==> src/rtl/alu_pkg.sv <==
// Shared definitions for the ALU sequencing controller: opcodes, flag bit
// positions, controller states and the opcode legality check.
package alu_pkg;

  localparam logic [4:0] OP_INC = 5'b00001;
  localparam logic [4:0] OP_DEC = 5'b00011;
  localparam logic [4:0] OP_ADD = 5'b00100;
  localparam logic [4:0] OP_ADC = 5'b00101;
  localparam logic [4:0] OP_SUB = 5'b00110;
  localparam logic [4:0] OP_SBB = 5'b00111;
  localparam logic [4:0] OP_AND = 5'b01000;
  localparam logic [4:0] OP_OR  = 5'b01001;
  localparam logic [4:0] OP_XOR = 5'b01010;
  localparam logic [4:0] OP_NOT = 5'b01011;
  localparam logic [4:0] OP_MOV = 5'b10000;
  localparam logic [4:0] OP_SHL = 5'b10001;
  localparam logic [4:0] OP_SHR = 5'b10010;
  localparam logic [4:0] OP_SAR = 5'b10011;
  localparam logic [4:0] OP_ROL = 5'b10100;
  localparam logic [4:0] OP_ROR = 5'b10101;
  localparam logic [4:0] OP_RCL = 5'b10110;
  localparam logic [4:0] OP_RCR = 5'b10111;

  localparam int FLG_C = 5;
  localparam int FLG_Z = 4;
  localparam int FLG_N = 3;
  localparam int FLG_V = 2;
  localparam int FLG_P = 1;
  localparam int FLG_A = 0;

  typedef enum logic [1:0] {
    IDLE = 2'd0,
    EXEC = 2'd1,
    RESP = 2'd2
  } state_t;

  // Holes in the map: 00000, 00010, 01100-01111 and 11000-11111.
  function automatic logic is_legal_op(input logic [4:0] f);
    return !((f == 5'b00000) || (f == 5'b00010) ||
             (f[4:2] == 3'b011) || (f[4:3] == 2'b11));
  endfunction

endpackage

==> src/rtl/alu_regfile.sv <==
// Small register file: two asynchronous read ports, one synchronous write
// port, cleared to zero by synchronous reset.
module alu_regfile #(
  parameter int NREG = 4,
  parameter int W    = 16,
  localparam int AW  = $clog2(NREG)
) (
  input  logic          clk,
  input  logic          rst,
  input  logic [AW-1:0] raddr_a,
  input  logic [AW-1:0] raddr_b,
  output logic [W-1:0]  rdata_a,
  output logic [W-1:0]  rdata_b,
  input  logic          we,
  input  logic [AW-1:0] waddr,
  input  logic [W-1:0]  wdata
);

  logic [W-1:0] mem [NREG];

  assign rdata_a = mem[raddr_a];
  assign rdata_b = mem[raddr_b];

  always_ff @(posedge clk) begin
    if (rst) begin
      for (int i = 0; i < NREG; i++) mem[i] <= '0;
    end else if (we) begin
      mem[waddr] <= wdata;
    end
  end

endmodule

==> src/rtl/alu_ctrl.sv <==
// Command sequencer for an external combinational ALU: registers operands,
// chains carry through FLAGS, writes results back and returns a response.
module alu_ctrl
  import alu_pkg::*;
#(
  parameter int NREG = 4,
  parameter int W    = 16,
  localparam int AW  = $clog2(NREG)
) (
  input  logic          clk,
  input  logic          rst,
  // Both channels: a transfer happens on a rising edge where valid & ready;
  // valid never depends on ready, and payload is held while valid is high.
  input  logic          cmd_valid,
  output logic          cmd_ready,
  input  logic [4:0]    cmd_op,
  input  logic          cmd_ld,
  input  logic [AW-1:0] cmd_dst,
  input  logic [AW-1:0] cmd_src,
  input  logic          cmd_imm_en,
  input  logic [W-1:0]  cmd_imm,
  input  logic          cmd_wb,
  output logic [W-1:0]  alu_a,
  output logic [W-1:0]  alu_b,
  output logic [4:0]    alu_f,
  output logic          alu_cin,
  input  logic [W-1:0]  alu_result,
  input  logic [5:0]    alu_status,
  output logic          rsp_valid,
  input  logic          rsp_ready,
  output logic [W-1:0]  rsp_result,
  output logic [5:0]    rsp_flags,
  output logic          rsp_err,
  output state_t        dbg_state
);

  state_t        state;
  logic [5:0]    flags;
  logic [AW-1:0] dst_q;
  logic          wb_q;
  logic [W-1:0]  rd_a, rd_b;
  logic          legal;
  logic          accept_ld;
  logic          rf_we;
  logic [AW-1:0] rf_waddr;
  logic [W-1:0]  rf_wdata;

  assign cmd_ready = (state == IDLE);
  assign rsp_valid = (state == RESP);
  assign alu_cin   = flags[FLG_C];
  assign dbg_state = state;
  assign legal     = is_legal_op(alu_f);
  assign accept_ld = (state == IDLE) && cmd_valid && cmd_ld;

  // Loads write at the accept edge; ALU results write at the end of EXEC.
  assign rf_we    = accept_ld || ((state == EXEC) && legal && wb_q);
  assign rf_waddr = (state == IDLE) ? cmd_dst : dst_q;
  assign rf_wdata = (state == IDLE) ? cmd_imm : alu_result;

  alu_regfile #(.NREG(NREG), .W(W)) u_regfile (
    .clk     (clk),
    .rst     (rst),
    .raddr_a (cmd_dst),
    .raddr_b (cmd_src),
    .rdata_a (rd_a),
    .rdata_b (rd_b),
    .we      (rf_we),
    .waddr   (rf_waddr),
    .wdata   (rf_wdata)
  );

  always_ff @(posedge clk) begin
    if (rst) begin
      state      <= IDLE;
      flags      <= '0;
      alu_a      <= '0;
      alu_b      <= '0;
      alu_f      <= '0;
      dst_q      <= '0;
      wb_q       <= 1'b0;
      rsp_result <= '0;
      rsp_flags  <= '0;
      rsp_err    <= 1'b0;
    end else begin
      case (state)
        IDLE: begin
          if (cmd_valid) begin
            alu_a <= rd_a;
            alu_b <= cmd_imm_en ? cmd_imm : rd_b;
            alu_f <= cmd_op;
            dst_q <= cmd_dst;
            wb_q  <= cmd_wb;
            if (cmd_ld) begin
              rsp_result <= cmd_imm;
              rsp_flags  <= flags;
              rsp_err    <= 1'b0;
              state      <= RESP;
            end else begin
              state <= EXEC;
            end
          end
        end
        EXEC: begin
          rsp_result <= alu_result;
          if (legal) begin
            flags     <= alu_status;
            rsp_flags <= alu_status;
            rsp_err   <= 1'b0;
          end else begin
            rsp_flags <= flags;
            rsp_err   <= 1'b1;
          end
          state <= RESP;
        end
        RESP: begin
          if (rsp_ready) state <= IDLE;
        end
        default: state <= IDLE;
      endcase
    end
  end

endmodule

==> config.mk <==
export PLATFORM = sky130hd
export DESIGN_NAME = alu_ctrl
export DESIGN_NICKNAME = d
export VERILOG_FILES = /design/src/rtl/alu_pkg.sv /design/src/rtl/alu_regfile.sv /design/src/rtl/alu_ctrl.sv
export SDC_FILE = /design/constraint.sdc
export NUM_CORES = 1
export LEC_CHECK = 0
export ABC_AREA = 1
export CORE_AREA = 5 5 123 125
export CTS_CLUSTER_DIAMETER = 40
export DETAILED_ROUTE_END_ITERATION = 7
export DIE_AREA = 0 0 128 130
export PLACE_DENSITY = 0.75
export RECOVER_POWER = 25
export SETUP_SLACK_MARGIN = 0.4
export SYNTH_ARGS = -nofsm -noshare
export SYNTH_HDL_FRONTEND = slang
export SYNTH_SLANG_ARGS = --single-unit
==> constraint.sdc <==
create_clock -name clk -period 1.8 [get_ports clk]
set_input_delay 0.27 -clock clk [delete_from_list [all_inputs] [get_ports clk]]
set_output_delay 0.27 -clock clk [all_outputs]
set_load 0.02 [all_outputs]
==> impl_metrics.json, run 1 <==
{
  "synth_edf_count": 64,
  "powerDensity_nw_per_um2": 934,
  "fin_nets": 1028,
  "num_rows": 43,
  "synth_warnings": 0,
  "ioPinCount": 119,
  "synth_area_leaders": "edfxtp_1 30%, dfxtp_1 22%, o21ai_0 12%, nor2_1 8.7%, nand2_1 6.3%",
  "final.min_clock_period_ns": 1.77,
  "io_buffers": 118,
  "dieArea_sq_um": 16600,
  "grt_pass1_vias": 6272,
  "synth_cell_types": 27,
  "crit_required_ns": 1.53,
  "start_util_pct": 46.5,
  "slew_viol_final": 0,
  "antenna_left": 0,
  "path_max_fanout": 7,
  "cts_root_buf": "clkbuf_16",
  "startpoint": "dbg_state[0]$_SDFFE_PP0P_",
  "syn_inst": 808,
  "maxCapViolCount": 0,
  "track_usage_pct": 26.8,
  "viasPerCell": 6.01,
  "ys_ff_latch": 135,
  "ir_drop_uv": 650,
  "hold_depth": 3,
  "r2r_end": "u_regfile.mem[1][13]$_SDFFCE_PN0P_",
  "path_class": "flip-flop to primary output",
  "ctsHtreeMaxLevel": 4,
  "cts_buffers": 17,
  "drt_iter0_markers": 1025,
  "clk_latency_ns": 0.43,
  "arrival_ns": 1.50,
  "synthTopCellsByCount": "148 x nor2_1, 148 x o21ai_0, 107 x nand2_1, 79 x inv_1, 71 x dfxtp_1",
  "die_h_microns": 130,
  "grt_start_max_net_pins": 46,
  "grt_setup_unrepaired": "yes",
  "diodes": 0,
  "power_w": 0.00928,
  "syn_to_final_growth_pct": 55.3,
  "syn_avg_cell_area_sq_um": 7.92,
  "routed_wl_mm": 25.6,
  "fp.coreArea_sq_um": 13800,
  "fp.dieW_microns": 128,
  "drc": 0,
  "synth.net_count": 862,
  "whs_endpoint": "rsp_result[11]$_SDFFE_PP0P_",
  "timing.final.crit_share_pct": 98.1,
  "worstHoldStart": "alu_result[11]",
  "end_kind": "primary output",
  "relSlewSlack_pct": 60.5,
  "synth.cell_area_sq_um": 6400,
  "wire_per_inst_microns": 21.9,
  "synth-main-ff-cell": "dfxtp_1",
  "antenna_found_initial": 0,
  "critPathLaunchType": "flip-flop",
  "yosysTopAreaCellShare_pct": 30.0,
  "grt_pass1_wl_mm": 34.3,
  "cts_sinks": 135,
  "layout-drive-gt1-share_pct": 25.3,
  "fmax_mhz": 566,
  "ys_seq_area_share_pct": 52.2,
  "status": "complete, no violations",
  "hp-class": "primary input to flip-flop",
  "fin_util_pct": 72.2,
  "power_leakage_nw": 4.20,
  "ys_async_sr_fraction_pct": 0,
  "dpl.hpwl_mm": 12.9,
  "clockBufferDepth": 2,
  "gp_congestion": 0.899,
  "yosysTopAreaCell": "edfxtp_1",
  "r2r_slack_ns": 0.07,
  "timing.rr.start": "dbg_state[1]$_SDFFE_PP0P_",
  "clk_pin_slew_worst_paths_ns": 0.06,
  "cts_tree": "built",
  "hold_violations": 0,
  "clock_skew_ns": 0.0117,
  "grt.overflow.total": 0,
  "ctsHoldBuffers": 0,
  "num_vias": 7010,
  "first_pass_iters": 6,
  "worst_pin_slew_ns": 0.591,
  "worst-r2r-cell-count": 7,
  "setup_violations": 0
}
==> what timing repair did <==
item                       4_1_cts  5_1_grt
pin swaps                       37       28
resized for setup              239       96
setup endpoints to repair      255      205
setup buffers                   22       14
gates cloned                    10        4
==> layout make-up <==
cell class | count | area (sq um)
clock buffers | 22 | 474
clock inverters | 10 | 125
fillers | 932 | 3830
inverters | 83 | 333
multi-input cells | 536 | 3250
flip-flops and latches | 135 | 3360
well taps | 180 | 225
repair buffers | 201 | 2170
==> routing by layer <==
layer,global-route usage [%],part of all wire (%)
met3,5.73,12
met5,0,0
met1,33.6,35
met4,13.0,6.4
met2,44.2,47
==> metrics by stage <==
step           std cells  setup TNS, ns  instance area [sq um]  hold slack (ns)  setup WS (ns)
2_1_floorplan        808              0                   6520            0.342         0.0704
3_3_place_gp        1085         -0.230                   8010            0.456        -0.0152
6_report            1167              0                   9940            0.460         0.0342
3_5_place_dp        1085         -0.780                   8010            0.464        -0.0314
4_1_cts             1149              0                   9520            0.451          0.169
5_1_grt             1167              0                   9940            0.486         0.0575
==> placed cells by master (no fill, tap or decap), drive strengths merged <==
cell / synthesis / layout
clkdlybuf4s25: 0 / 13
a31oi: 16 / 16
clkinv: 1 / 7
nor2: 149 / 149
nand4: 2 / 2
buf: 23 / 82
nand3: 14 / 14
a21oi: 57 / 57
o22ai: 13 / 13
clkinvlp: 0 / 2
dlygate4sd3: 0 / 1
mux2i: 1 / 1
clkbuf: 34 / 33
edfxtp: 64 / 64
clkdlybuf4s50: 0 / 51
o21ai: 162 / 162
nor3: 7 / 7
bufinv: 0 / 3
dfxtp: 71 / 71
clkdlybuf4s15: 0 / 1
a211oi: 1 / 1
dlygate4sd2: 0 / 41
inv: 82 / 81
nand2: 111 / 114
dlymetal6s2s: 0 / 1
==> sequential cells by signal (all words and copies together), names as in the netlist <==
signal,flops
dbg_state,2
flags,6
alu_a,16
rsp_flags,6
alu_f,5
rsp_result,16
u_regfile.mem,64
wb_q,1
dst_q,2
rsp_err,1
alu_b,16
==> cell families (layout without fill, tap and decap cells) <==
group / Yosys count / after routing / synth area share, %
mux: 1 / 1 / 0.156
flops: 135 / 135 / 52.2
simple gates: 283 / 286 / 17.9
buf+inv: 140 / 316 / 9.09
compound gates: 249 / 249 / 20.6
==> worst max-delay path by stage <==
stage / cells past startpoint / end / slack (ns)
finish: 2 / dbg_state[0] / 0.03
global route: 3 / rsp_valid / 0.06
CTS: 4 / cmd_ready / 0.17
detailed placement: 7 / u_regfile.mem[3][7]$_DFFE_PP_ / -0.03
global placement: 7 / u_regfile.mem[3][7]$_DFFE_PP_ / -0.02
floorplan: 9 / u_regfile.mem[0][0]$_SDFFCE_PN0P_ / 0.07
==> power breakdown <==
part | leakage, nW | switching, W | internal [W]
clock | 0.295 | 0.00132 | 0.00227
sequential | 1.25 | 0.000131 | 0.00344
combinational | 2.65 | 0.00126 | 0.000862
==> critical path, cell delays in order, from the launching register on <==
cell and delay, ns:
dfxtp_4 0.37, clkbuf_1 0.44, buf_4 0.25
(Power assumes the default switching activity.)
==> run 2, diff against run 1 <==
--- a/config.mk
+++ b/config.mk
@@ -6,10 +6,10 @@
 export NUM_CORES = 1
 export LEC_CHECK = 0
 export ABC_AREA = 1
-export CORE_AREA = 5 5 123 125
+export CORE_AREA = 4 4 122 124
 export CTS_CLUSTER_DIAMETER = 40
 export DETAILED_ROUTE_END_ITERATION = 7
-export DIE_AREA = 0 0 128 130
+export DIE_AREA = 0 0 126 128
 export PLACE_DENSITY = 0.75
 export RECOVER_POWER = 25
 export SETUP_SLACK_MARGIN = 0.4
==> run 2 against run 1 <==
Critical path depth grew 6. Cell count is 0.77% lower. Worst setup slack improved by 0.058 ns. Non-clock buffer count down 11. Total power shrank 2.5%. Die area down 3.1%. Clock power rose by 3%. Critical path type is now flip-flop to flip-flop. Critical endpoint is now u_regfile.mem[0][10]$_SDFFCE_PN0P_. Largest cell class unchanged.
==> impl_metrics.json, run 2 (synthesized netlist as in run 1, its figures left out) <==
{
  "max_stage_delay_ns": 0.40,
  "worst_pin_slew_ns": 0.537,
  "grt_setup_unrepaired": "yes",
  "arrival_ns": 1.98,
  "regMostFlops": "u_regfile.mem",
  "relSlewSlack_pct": 64.1,
  "dieArea_sq_um": 16100,
  "multi_input_area_sq_um": 2980,
  "crit_chain": "inv_2 > nor2_2 > nand3_4 > nand2_8 > buf_12 > nand4_4 > clkbuf_16 > nor2_1",
  "tns_ns": 0,
  "drc": 0,
  "first_pass_iters": 6,
  "grt_pass1_vias": 5938,
  "grt_pass1_wl_mm": 31.2,
  "die_h_microns": 128,
  "hold_violations": 0,
  "ioPinCount": 119,
  "ir_drop_uv": 673,
  "dpl.hpwl_mm": 12.7,
  "io_buffers": 118,
  "num_vias": 6552,
  "worst-r2r-cell-count": 8,
  "crit_required_ns": 2.08,
  "clk_pin_slew_worst_paths_ns": 0.06,
  "ctsHtreeMaxLevel": 4,
  "path_class": "flip-flop to flip-flop",
  "layout_commonest_cell": "o21ai_0",
  "fp.coreArea_sq_um": 13800,
  "gp_congestion": 0.933,
  "clock_skew_ns": 0.00679,
  "layout-drive-gt1-share_pct": 19.8,
  "power_leakage_nw": 4.06,
  "cp_num_buf_inv": 3,
  "status": "complete, no violations",
  "syn_to_final_growth_pct": 47.6,
  "path_max_fanout": 5,
  "clk_latency_ns": 0.42,
  "maxCapViolCount": 0,
  "grt_start_max_net_pins": 46,
  "hp-class": "primary input to flip-flop",
  "setup_violations": 0,
  "cts_buffers": 17,
  "cts_sinks": 135,
  "fmax_mhz": 585,
  "clockBufferDepth": 2,
  "antenna_left": 0,
  "drt_iter0_markers": 970,
  "wire_per_inst_microns": 18.9,
  "critPathLaunchType": "flip-flop",
  "slew_viol_final": 0,
  "hold_depth": 3,
  "n_fill_cell": 1008,
  "cts_root_buf": "clkbuf_16",
  "power_w": 0.00905,
  "powerDensity_nw_per_um2": 958,
  "final.min_clock_period_ns": 1.71,
  "cts_tree": "built",
  "timing.final.crit_share_pct": 94.9,
  "final_cell_mix": "144 x o21ai_0, 127 x nor2_1, 98 x nand2_1, 66 x inv_1, 66 x dfxtp_1",
  "end_kind": "flip-flop",
  "num_rows": 43,
  "grt.overflow.total": 0,
  "antenna_found_initial": 0,
  "viasPerCell": 5.66,
  "cp_num_cells": 8,
  "fin_nets": 1019,
  "diodes": 0,
  "final-seq-area_sq_um": 3350,
  "crit_family": "simple AND/OR/NAND/NOR gates",
  "routed_wl_mm": 21.9,
  "track_usage_pct": 24.5,
  "largest_register_ffs": 64,
  "fp.dieW_microns": 126,
  "cp_slowest_cell": "dfxtp_1",
  "start_util_pct": 46.5
}
-- run 2: path summary, 6_finish.rpt --
check / startpoint / to / slack (ns)
setup reg to reg: dbg_state[0]$_SDFFE_PP0P_ / u_regfile.mem[0][10]$_SDFFCE_PN0P_ / 0.09
setup / recovery: dbg_state[0]$_SDFFE_PP0P_ / u_regfile.mem[0][10]$_SDFFCE_PN0P_ / 0.09
hold reg to reg: alu_f[0]$_SDFFE_PP0P_ / alu_f[0]$_SDFFE_PP0P_ / 0.48
hold / removal: alu_result[5] / rsp_result[5]$_SDFFE_PP0P_ / 0.45
-- run 2: tightest hold or removal path, delay by kind of cell --
| kind | cells | cell delay (ns) |
|---|---|---|
| compound gates | 1 | 0.07 |
| buf+inv | 1 | 0.41 |
| simple gates | 1 | 0.07 |
-- run 2: layer usage --
metal | routed length [microns] | global-route usage (%)
met5 | 0 | 0
met2 | 10600 | 40.0
met3 | 2060 | 5.33
met1 | 8360 | 31.9
met4 | 930 | 9.53
-- run 2: report_power, final --
part           leakage [nW]  internal [W]  total, W  switching [W]
clock network         0.318       0.00241   0.00369        0.00127
registers              1.25       0.00344   0.00355       0.000116
logic                  2.49      0.000715   0.00181        0.00110
total                  4.06       0.00657   0.00905        0.00249
-- run 2: final cells by class --
cell class / count / area share (%)
clock inverters: 8 / 1.22
repair buffers: 190 / 20.6
inverters: 83 / 3.36
well taps: 180 / 2.38
multi-input cells: 538 / 31.6
clock buffers: 24 / 5.46
flip-flops and latches: 135 / 35.5
-- run 2: per-stage QoR --
stage	hold WS (ns)	cell area (sq um)	util [%]	setup slack (ns)	std cells
2_1_floorplan	0.342	6520	-	0.0704	808
3_3_place_gp	0.456	7990	58.0	0.00557	1087
3_5_place_dp	0.466	7990	58.0	-0.0437	1087
4_1_cts	0.434	8990	65.3	0.183	1142
5_1_grt	0.463	9450	68.6	-0.00131	1158
6_report	0.451	9450	68.6	0.0920	1158
-- run 2: repair_timing --
action | CTS | global route
hold endpoints to repair | 0 | 0
resized for setup | 148 | 108
pin swaps | 14 | 16
gates cloned | 4 | 6
hold buffers | 0 | 0
buffers inserted | 19 | 10
setup endpoints to repair | 253 | 210
